==> src/rtl/pipe_ctrl_pkg.sv <==
// Shared constants for the five-stage pipeline controller: reset level, stall
// vector layout, FSM state encoding and SRAM ownership.
package pipe_ctrl_pkg;

    localparam logic RST_ENABLE  = 1'b1;
    localparam logic RST_DISABLE = 1'b0;

    // Bit positions inside stall_o
    localparam int STALL_BIT_PC  = 0;
    localparam int STALL_BIT_IF  = 1;
    localparam int STALL_BIT_ID  = 2;
    localparam int STALL_BIT_EX  = 3;
    localparam int STALL_BIT_MEM = 4;
    localparam int STALL_BIT_WB  = 5;

    localparam logic [5:0] STALL_NONE = 6'b000000;
    localparam logic [5:0] STALL_ID   = 6'b000111;
    localparam logic [5:0] STALL_MEMW = 6'b011111;
    localparam logic [5:0] STALL_MEMD = 6'b001111;

    typedef enum logic {
        CTRL_RUN    = 1'b0,
        CTRL_MEMACC = 1'b1
    } ctrl_state_e;

    localparam logic SRAM_OWN_IF  = 1'b0;
    localparam logic SRAM_OWN_MEM = 1'b1;

    // Width of the MEM access down-counter; covers MEM_LAT up to 15.
    localparam int LAT_CNT_W = 4;

    // Down-counter load value so that the access spans exactly lat cycles:
    // one request cycle in RUN, then lat-1 cycles in MEM_ACC ending at zero.
    function automatic logic [LAT_CNT_W-1:0] lat_init(input int lat);
        if (lat > 1)
            return LAT_CNT_W'(lat - 2);
        else
            return '0;
    endfunction

endpackage

==> src/rtl/pipe_ctrl_sat_counter.sv <==
// Saturating up-counter with synchronous clear; holds at all-ones.
module sat_counter #(
    parameter int W = 16
) (
    input  logic         clk,
    input  logic         i_clr,
    input  logic         i_en,
    output logic [W-1:0] o_cnt
);

    logic [W-1:0] r_cnt;

    always_ff @(posedge clk) begin
        if (i_clr)
            r_cnt <= '0;
        else if (i_en && (r_cnt != {W{1'b1}}))
            r_cnt <= r_cnt + 1'b1;
    end

    assign o_cnt = r_cnt;

endmodule

==> src/rtl/pipe_ctrl.sv <==
// Pipeline controller: merges load-use stalls, multi-cycle SRAM accesses and
// branch/flush redirects into a per-stage stall vector, flush strobe and PC load.
//
// state       | meaning
// ------------+----------------------------------------------------------
// CTRL_RUN    | normal flow; IF owns SRAM, flush/access/stall/branch arbitration
// CTRL_MEMACC | MEM owns SRAM; down-counter runs until the access completes
module pipe_ctrl
    import pipe_ctrl_pkg::*;
#(
    parameter int MEM_LAT = 2,
    parameter int CNT_W   = 16
) (
    input  logic             clk,
    input  logic             rst,
    input  logic             mem_req_i,
    input  logic             stallreq_id_i,
    input  logic             branch_flag_i,
    input  logic [15:0]      branch_addr_i,
    input  logic             flush_req_i,
    input  logic [15:0]      flush_addr_i,
    output logic [5:0]       stall_o,
    output logic             flush_o,
    output logic             pc_load_o,
    output logic [15:0]      pc_target_o,
    output logic             sram_owner_o,
    output logic             mem_done_o,
    output logic [CNT_W-1:0] stall_cnt_o
);

    localparam logic [LAT_CNT_W-1:0] LAT_INIT = lat_init(MEM_LAT);

    ctrl_state_e          r_state;
    logic [LAT_CNT_W-1:0] r_cnt;
    logic                 r_flush_pend;
    logic [15:0]          r_pend_addr;

    ctrl_state_e          w_state_nxt;
    logic [LAT_CNT_W-1:0] w_cnt_nxt;
    logic [5:0]           w_stall;
    logic                 w_flush;
    logic                 w_pc_load;
    logic [15:0]          w_pc_target;
    logic                 w_sram_owner;
    logic                 w_mem_done;
    logic                 w_cnt_clr;

    always_comb begin
        w_state_nxt  = r_state;
        w_cnt_nxt    = r_cnt;
        w_stall      = STALL_NONE;
        w_flush      = 1'b0;
        w_pc_load    = 1'b0;
        w_pc_target  = 16'h0000;
        w_sram_owner = SRAM_OWN_IF;
        w_mem_done   = 1'b0;

        if (rst != RST_ENABLE) begin
            case (r_state)
                CTRL_RUN: begin
                    // A pending refetch wins over everything; the MEM slot is a bubble then.
                    if (r_flush_pend) begin
                        w_flush     = 1'b1;
                        w_pc_load   = 1'b1;
                        w_pc_target = r_pend_addr;
                    end else if (mem_req_i) begin
                        w_sram_owner = SRAM_OWN_MEM;
                        if (MEM_LAT == 1) begin
                            w_stall    = STALL_MEMD;
                            w_mem_done = 1'b1;
                        end else begin
                            w_stall     = STALL_MEMW;
                            w_cnt_nxt   = LAT_INIT;
                            w_state_nxt = CTRL_MEMACC;
                        end
                    end else if (stallreq_id_i) begin
                        w_stall = STALL_ID;
                    end else if (branch_flag_i) begin
                        w_pc_load   = 1'b1;
                        w_pc_target = branch_addr_i;
                    end
                end
                CTRL_MEMACC: begin
                    w_sram_owner = SRAM_OWN_MEM;
                    if (r_cnt != '0) begin
                        w_stall   = STALL_MEMW;
                        w_cnt_nxt = r_cnt - 1'b1;
                    end else begin
                        w_stall     = STALL_MEMD;
                        w_mem_done  = 1'b1;
                        w_state_nxt = CTRL_RUN;
                    end
                end
                default: begin
                    w_state_nxt = CTRL_RUN;
                end
            endcase
        end
    end

    always_ff @(posedge clk) begin
        if (rst == RST_ENABLE) begin
            r_state      <= CTRL_RUN;
            r_cnt        <= '0;
            r_flush_pend <= 1'b0;
            r_pend_addr  <= 16'h0000;
        end else begin
            r_state <= w_state_nxt;
            r_cnt   <= w_cnt_nxt;
            // Capture on the done cycle only: the store has finished writing by then.
            if (w_mem_done && flush_req_i) begin
                r_flush_pend <= 1'b1;
                r_pend_addr  <= flush_addr_i;
            end else if (w_flush) begin
                r_flush_pend <= 1'b0;
            end
        end
    end

    assign w_cnt_clr = (rst == RST_ENABLE);

    sat_counter #(
        .W(CNT_W)
    ) u_stall_cnt (
        .clk   (clk),
        .i_clr (w_cnt_clr),
        .i_en  (w_stall[STALL_BIT_PC]),
        .o_cnt (stall_cnt_o)
    );

    assign stall_o      = w_stall;
    assign flush_o      = w_flush;
    assign pc_load_o    = w_pc_load;
    assign pc_target_o  = w_pc_target;
    assign sram_owner_o = w_sram_owner;
    assign mem_done_o   = w_mem_done;

endmodule

==> config.mk <==
export PLATFORM = sky130hd
export DESIGN_NAME = pipe_ctrl
export DESIGN_NICKNAME = d
export VERILOG_FILES = /design/src/rtl/pipe_ctrl_pkg.sv /design/src/rtl/pipe_ctrl_sat_counter.sv /design/src/rtl/pipe_ctrl.sv
export SDC_FILE = /design/constraint.sdc
export NUM_CORES = 1
export LEC_CHECK = 0
export BUFFER_PORTS_ARGS = -buffer_cell sky130_fd_sc_hd__buf_2
export CAP_MARGIN = 20
export CORE_AREA = 5 5 74 76
export DETAILED_ROUTE_END_ITERATION = 7
export DIE_AREA = 0 0 79 81
export GPL_TIMING_DRIVEN = 0
export PLACE_DENSITY = 0.75
export SYNTH_ARGS = -nofsm -noshare
export SYNTH_HDL_FRONTEND = slang
export SYNTH_SLANG_ARGS = --single-unit
==> constraint.sdc <==
create_clock -name clk -period 1.9 [get_ports clk]
set_clock_uncertainty 0.15 [all_clocks]
set_input_delay 0.095 -clock clk [delete_from_list [all_inputs] [get_ports clk]]
set_output_delay 0.095 -clock clk [all_outputs]
set_load 0.03 [all_outputs]
==> implementation parameters, run 1 <==
Parameter                              Value

Run status
  Result of the run ... finished, violations left
  Violations in the final reports ... setup timing

Placed design
  Port-buffer cells ... 77
  Worst slack, placed ... -0.2836 ns
  GPL Wtd Cong ... 0.9012
  Placed Cells ... 345
  Total cell area at the placement stage ... 0.002547 mm^2
  Post-DP HPWL ... 3804 um

Worst setup path
  Worst R2R End ... r_pend_addr[7]$_SDFFE_PP0P_
  R2r worst-path depth ... 7
  Data arrival time of the worst path ... 2.05 ns
  Critical Path Slowest Stage Cell ... sky130_fd_sc_hd__or3b_4
  Crit start category ... register
  Cell breakdown of the critical path ... inv_2 > ha_4 > or3b_4 > nor3b_4 > nand2_4 > buf_12 > mux2_4
  End of the critical path ... r_pend_addr[7]$_SDFFE_PP0P_
  Launching element of the worst setup path ... r_cnt[1]$_SDFFE_PP0P_
  Worst-path maximum fanout ... 7
  Largest stage delay on the critical path ... 0.39 ns
  CP Class ... register to register
  Slack of the worst reg-to-reg path ... -0.12 ns
  Endpoint class of the critical path ... register
  Required time of the worst setup path ... 1.94 ns
  Launching point of the worst reg2reg path ... r_cnt[1]$_SDFFE_PP0P_

GRT
  Combined global-route utilization of all metal layers ... 18.89%
  Antenna violations before repair ... 0
  Met3 global-route usage ... 7.761%
  Global-route wire length before repair ... 9494 um
  Largest net degree at the start of global routing ... 14
  Via count of the first global-routing pass ... 2020
  Met1 track demand over resource in global routing ... 20.15%
  Most crowded layer after global routing ... met2
  Sum of overflow across all layers after global routing ... 0
  Met2 track utilization from global routing ... 34.43%

Routing
  Remaining number of nets flagged by the antenna check after routing ... 0
  Routed wire length ... 5831 um
  Detailed-router iteration count before antenna repair ... 4
  Detailed-route via count ... 1958
  Number of vias per cell after detailed routing ... 5.166
  Final routed DRC violation total ... 0
  Detail-routed net length per standard cell ... 15.39 um
  Starting DRT DRC Count ... 53

STA
  RSZ-0062 raised after global routing ... yes
  Final count of pins violating max slew ... 0
  Final Critical Period ... 2.018 ns
  Hold Fails Final Rpt ... 0
  Fin crit share ... 106.2%
  Worst Max-Slew Pin Slew ... 0.5822 ns
  Final setup violation count ... 17
  Relative max-transition margin ... 60.89%
  Hold Slack ... 0.06792 ns
  Max Freq ... 495.7 MHz
  Setup ws final ... -0.1175 ns

Floorplan
  I/O pin total ... 80
  Width of the die ... 79 um
  Initial Util ... 43.52%
  Placement Rows ... 25
  Die H ... 81 um
  Die area ... 0.006399 mm^2
  Core region area ... 0.004661 mm^2

Logic synthesis
  Dominant cell type by area after synthesis ... sky130_fd_sc_hd__dfxtp_1
  Commonest cells in the netlist ... 38 x sky130_fd_sc_hd__dfxtp_1, 24 x sky130_fd_sc_hd__nor2_1, 18 x sky130_fd_sc_hd__nor2b_1, 16 x sky130_fd_sc_hd__a22o_1, 11 x sky130_fd_sc_hd__xnor2_1
  Sequential fraction of the synthesis area ... 37.51%
  Most used DFF post-synth ... sky130_fd_sc_hd__dfxtp_1
  Yosys warning count ... 0
  Post-synth design cell area ... 0.002028 mm^2
  Net count of the mapped netlist ... 254
  Biggest area contributors in the synthesized netlist ... sky130_fd_sc_hd__dfxtp_1 38%, sky130_fd_sc_hd__mux2_4 7.4%, sky130_fd_sc_hd__a22o_1 6.9%, sky130_fd_sc_hd__nor2b_1 5.6%, sky130_fd_sc_hd__xnor2_1 4.8%
  Number of unique standard cell types used by synthesis ... 42
  Share of Yosys cell area claimed by the top area cell type ... 37.51%
  Number of flip-flops and latches in the synthesized netlist ... 38
  Post-synthesis cell count ... 214
  Async S/R FF share, synth ... 0%
  Number of flops mapped to enable cells by yosys ... 0
  Cell with the most instances after synthesis ... sky130_fd_sc_hd__dfxtp_1
  Mean area per synthesized cell ... 9.478 um^2

Clocking
  Register clock-pin slew on the reported worst setup and hold paths ... 0.08 ns
  Clock latency at the later pin of the worst-skew pair ... 0.29 ns
  Total number of H-tree levels ... 2
  TritonCTS sink count ... 38
  TritonCTS clock tree ... built
  CTS root buf ... sky130_fd_sc_hd__clkbuf_8
  Number of buffers between clock root and the deepest sink ... 2
  Num CTS Buffers ... 5

Final layout
  Number of fill cells ... 359
  Layout area overhead ... 53.05%
  Share of cells above drive strength 1 ... 50.46%
  Diode count ... 0
  # nets final ... 364
  Final standard cell area without fillers ... 0.003104 mm^2
  Non-Filler Instances ... 379

Worst hold path
  Class of the tightest hold or removal check ... input port to register
  HP Start ... flush_req_i

Power and ir drop
  Leakage dissipation ... 1.440 nW
  Maximum VDD drop ... 0.4298 mV
  PD cells ... 627.5 mW/mm^2

Job
  Max-capacitance violation count ... 0
## worst min-delay path by stage
stage / depth (start not counted) / endpoint
after global placement: 2 / r_pend_addr[8]$_SDFFE_PP0P_
after floorplan: 1 / r_pend_addr[2]$_SDFFE_PP0P_
after global routing: 4 / r_flush_pend$_SDFFE_PP0P_
after detailed placement: 2 / r_pend_addr[5]$_SDFFE_PP0P_
after CTS: 4 / r_flush_pend$_SDFFE_PP0P_
final: 4 / r_flush_pend$_SDFFE_PP0P_
## layout by cell type, fill, tap and decap left out, types with 3 or more instances in the layout
master	n
sky130_fd_sc_hd__clkbuf_8	5
sky130_fd_sc_hd__dfxtp_4	5
sky130_fd_sc_hd__nor3_1	7
sky130_fd_sc_hd__dfxtp_1	20
sky130_fd_sc_hd__a211oi_1	3
sky130_fd_sc_hd__buf_2	73
sky130_fd_sc_hd__nor4_1	6
sky130_fd_sc_hd__a22o_1	16
sky130_fd_sc_hd__xnor2_1	11
sky130_fd_sc_hd__a21oi_1	5
sky130_fd_sc_hd__nor2b_1	18
sky130_fd_sc_hd__and3_1	4
sky130_fd_sc_hd__nand4_1	4
sky130_fd_sc_hd__buf_4	19
sky130_fd_sc_hd__nor2_1	23
sky130_fd_sc_hd__inv_1	3
sky130_fd_sc_hd__mux2_4	17
sky130_fd_sc_hd__dfxtp_2	13
sky130_fd_sc_hd__nand2_1	7
sky130_fd_sc_hd__o21ai_0	3
sky130_fd_sc_hd__nand3_1	3
sky130_fd_sc_hd__dlygate4sd3_1	16
## routing by layer
| metal | share of wire [%] | wire length (um) |
|---|---|---|
| met5 | 0 | 0 |
| met4 | 1.1 | 65 |
| met3 | 9.7 | 566 |
| met2 | 49 | 2880 |
| met1 | 40 | 2318 |
## registers in the layout, summed over array words and instances (netlist names)
register / count
r_cnt: 4
r_flush_pend: 1
r_pend_addr: 16
r_state: 1
u_stall_cnt.o_cnt: 16
## cell type report
type | count | area (um^2) | area share (%)
tap | 54 | 67.56 | 2.177
timing repair buffer | 104 | 676.9 | 21.81
inverter | 5 | 18.77 | 0.6046
clock buffer | 6 | 93.84 | 3.023
buffer | 15 | 116.4 | 3.748
multi-input combinational | 155 | 1296 | 41.76
clock inverter | 2 | 38.79 | 1.249
sequential | 38 | 795.8 | 25.63
## logic make-up (layout without fill, tap and decap cells)
logic type      count (synthesis)  in the layout  share of synthesized area [%]
compound gates                 33             33                          12.21
xor+xnor                       11             11                          4.750
fa+ha+maj                       2              2                          1.234
buf+inv                        21            132                          5.244
flops                          38             38                          37.51
mux                            18             18                          11.78
other cells                     1              1                         0.1849
simple gates                   90             90                          27.08
## repair_timing
action	CTS	global route
buffers inserted	7	3
pin swaps	6	8
hold buffers	16	0
hold endpoints to repair	16	0
gates cloned	1	0
setup endpoints to repair	46	35
resized for setup	25	23
## worst max-delay path: cells and delay by family (launching register included)
family / cells / cell delay [ns]
adders and majority gates: 1 / 0.13
DFF: 1 / 0.33
muxes: 1 / 0.29
and+or+nand+nor: 3 / 0.78
buffers and inverters: 2 / 0.23
## where the power goes
| part | switching [mW] | internal [mW] | total (mW) |
|---|---|---|---|
| registers | 0.0206 | 0.816 | 0.837 |
| clock network | 0.305 | 0.473 | 0.778 |
| logic | 0.168 | 0.165 | 0.333 |
## stage by stage
step | total power, mW | util, % | setup TNS [ns]
after floorplan | 1.025 | - | -3.644
after global placement | 1.107 | 54.66 | -4.735
after detailed placement | 1.112 | 54.66 | -5.247
after CTS | 1.939 | 64.67 | -1.669
after global routing | 2.030 | 66.60 | -3.095
final | 1.948 | 66.60 | -1.801
No activity file was read; power rests on OpenSTA's default activity.
==> run 2: changes to the inputs <==
SETUP_SLACK_MARGIN = 0.02   (was unset)
==> run 2 against run 1 <==
The run still ends with setup timing left. Via count up 2.3%. Register-to-register slack better by 0.04 ns. Fmax up 2.2%. Critical path depth unchanged. Global-route usage down 1.0 points. Sequential share of layout area up 0.57 points. Power down 11%. Hold slack worse by 0.0036 ns. Highest routed layer unchanged.
==> implementation parameters, run 2 (synthesis gave the netlist of run 1 again) <==
Parameter                              Value

STA
  Max Freq ... 506.4 MHz (+2.2%)
  Hold Fails Final Rpt ... 0 (unchanged)
  Worst Max-Slew Pin Slew ... 0.5037 ns (-0.07845 ns)
  Setup ws final ... -0.07478 ns (+0.04272 ns)
  Final count of pins violating max slew ... 0 (unchanged)
  RSZ-0062 raised after global routing ... yes
  Fin crit share ... 103.9% (-2.2 points)
  Relative max-transition margin ... 66.16% (+5.3 points)
  Final Critical Period ... 1.975 ns (-0.04272 ns)
  Final setup violation count ... 17 (unchanged)

Final layout
  Number of fill cells ... 378 (+5.3%)
  Most frequent standard cell in the layout excluding fill and tap cells ... sky130_fd_sc_hd__buf_2
  Layout area overhead ... 49.04%
  Final standard cell area without fillers ... 0.003023 mm^2 (-2.6%)
  Commonest non-fill, non-tap cells in the layout ... 75 x sky130_fd_sc_hd__buf_2, 23 x sky130_fd_sc_hd__nor2_1, 20 x sky130_fd_sc_hd__buf_4
  Diode count ... 0 (unchanged)
  # nets final ... 367 (+0.82%)
  Share of cells above drive strength 1 ... 48.78% (-1.7 points)

Power and ir drop
  PnR Total Power ... 1.737 mW (-11%)
  PD cells ... 574.7 mW/mm^2 (-8.4%)
  Leakage dissipation ... 1.415 nW (-1.7%)
  Maximum VDD drop ... 0.4461 mV (+3.8%)

GRT
  Antenna violations before repair ... 0 (unchanged)
  Sum of overflow across all layers after global routing ... 0 (unchanged)
  Via count of the first global-routing pass ... 1982 (-1.9%)
  Global-route wire length before repair ... 9108 um (-4.1%)
  Largest net degree at the start of global routing ... 12 (-2)
  Combined global-route utilization of all metal layers ... 17.85% (-1.0 points)

Routing
  Number of vias per cell after detailed routing ... 5.243 (+1.5%)
  Remaining number of nets flagged by the antenna check after routing ... 0 (unchanged)
  Detailed-route via count ... 2003 (+2.3%)
  Detailed-router iteration count before antenna repair ... 4 (unchanged)
  Final routed DRC violation total ... 0 (unchanged)
  Detail-routed net length per standard cell ... 14.60 um (-5.1%)
  Starting DRT DRC Count ... 75 (+42%)
  Routed wire length ... 5578 um (-4.3%)

Worst setup path
  Launching element of the worst setup path ... r_cnt[1]$_SDFFE_PP0P_
  Required time of the worst setup path ... 1.92 ns (-0.02 ns)
  Data arrival time of the worst path ... 2.00 ns (-0.05 ns)
  Worst-path maximum fanout ... 4 (-3)
  Critical Path Slowest Stage Cell ... sky130_fd_sc_hd__or3b_4
  Cell breakdown of the critical path ... inv_2 > ha_4 > or3b_4 > nor3b_4 > nand2_4 > buf_4 > mux2_1
  Largest stage delay on the critical path ... 0.39 ns (about the same)
  Endpoint class of the critical path ... register
  CP Class ... register to register
  Launching point of the worst reg2reg path ... r_cnt[1]$_SDFFE_PP0P_
  Crit start category ... register

Clocking
  Number of buffers between clock root and the deepest sink ... 2 (unchanged)
  Register clock-pin slew on the reported worst setup and hold paths ... 0.07 ns (about the same)
  CTS root buf ... sky130_fd_sc_hd__clkbuf_8
  TritonCTS clock tree ... built
  TritonCTS sink count ... 38 (unchanged)
  Total number of H-tree levels ... 2 (unchanged)
  Clock latency at the later pin of the worst-skew pair ... 0.29 ns (about the same)
  Num CTS Buffers ... 5 (unchanged)

Floorplan
  I/O pin total ... 80 (unchanged)
  Die area ... 0.006399 mm^2 (unchanged)
  Core region area ... 0.004661 mm^2 (unchanged)
  Width of the die ... 79 um (unchanged)
  Initial Util ... 43.52% (unchanged)
  Placement Rows ... 25 (unchanged)
  Die H ... 81 um (unchanged)

Placed design
  Worst slack, placed ... -0.3334 ns (-0.04982 ns)
  Post-DP HPWL ... 3838 um (+0.89%)
  Total cell area at the placement stage ... 0.002547 mm^2 (unchanged)
  Port-buffer cells ... 77 (unchanged)
  GPL Wtd Cong ... 0.8657 (-3.9%)

Worst hold path
  Class of the tightest hold or removal check ... input port to register
  HP Start ... flush_req_i

Run status
  Violations in the final reports ... setup timing
  Result of the run ... finished, violations left

Job
  Max-capacitance violation count ... 0 (unchanged)
[run 2: through the flow]
stage / hold slack, ns / utilization, % / std cells / TNS, ns
3_5_place_dp: 0.1548 / 54.66 / 345 / -5.279
2_1_floorplan: 0.06974 / - / 214 / -3.643
6_report: 0.06427 / 64.86 / 382 / -1.062
3_3_place_gp: 0.1489 / 54.66 / 345 / -4.825
5_1_grt: 0.08226 / 64.86 / 382 / -2.541
4_1_cts: 0.04870 / 62.15 / 374 / -1.690
[run 2: path summary, 6_finish.rpt]
check                                     end  slack (ns)  cells past startpoint
setup / recovery  r_pend_addr[3]$_SDFFE_PP0P_       -0.07                      7
hold / removal      r_flush_pend$_SDFFE_PP0P_        0.06                      4
setup reg to reg  r_pend_addr[3]$_SDFFE_PP0P_       -0.07                      7
hold reg to reg         r_cnt[1]$_SDFFE_PP0P_        0.36                      2
[run 2: critical path, delay by kind of cell (launching register included)]
family        cells  cell delay [ns]
simple gates      3             0.73
buf+inv           2             0.21
fa+ha+maj         1             0.13
mux               1             0.30
flops             1             0.33
[run 2: routing by layer]
layer | track usage, % | routed length (um) | up-vias
li1 | - | - | 989
met1 | 21.06 | 2360 | 932
met2 | 31.23 | 2732 | 78
met3 | 5.543 | 446 | 4
met4 | 5.155 | 38 | 0
met5 | 0 | 0 | -
[run 2: layout make-up]
class                   instances  area [um^2]  area share, %
repair buffers                107        665.6          22.02
clock inverters                 1        5.005         0.1656
multi-input cells             155         1264          41.80
plain buffers                  15        123.9          4.098
flip-flops and latches         38        792.0          26.20
inverters                       5        18.77         0.6209
well taps                      54        67.56          2.235
clock buffers                   7        86.33          2.856
[run 2: report_power, final]
group	internal (mW)	leakage, nW	switching (mW)	total, mW
combinational	0.165	1.05	0.168	0.333
sequential	0.819	0.318	0.0178	0.837
clock	0.293	0.0482	0.275	0.568
total	1.28	1.42	0.461	1.74
[run 2: repair_timing]
item                                    4_1_cts  5_1_grt
resized for setup                            16       22
hold endpoints to repair                     16        0
pin swaps                                     6        7
buffers inserted                              6        8
hold buffers                                 16        0
endpoints found under the setup margin       46       41
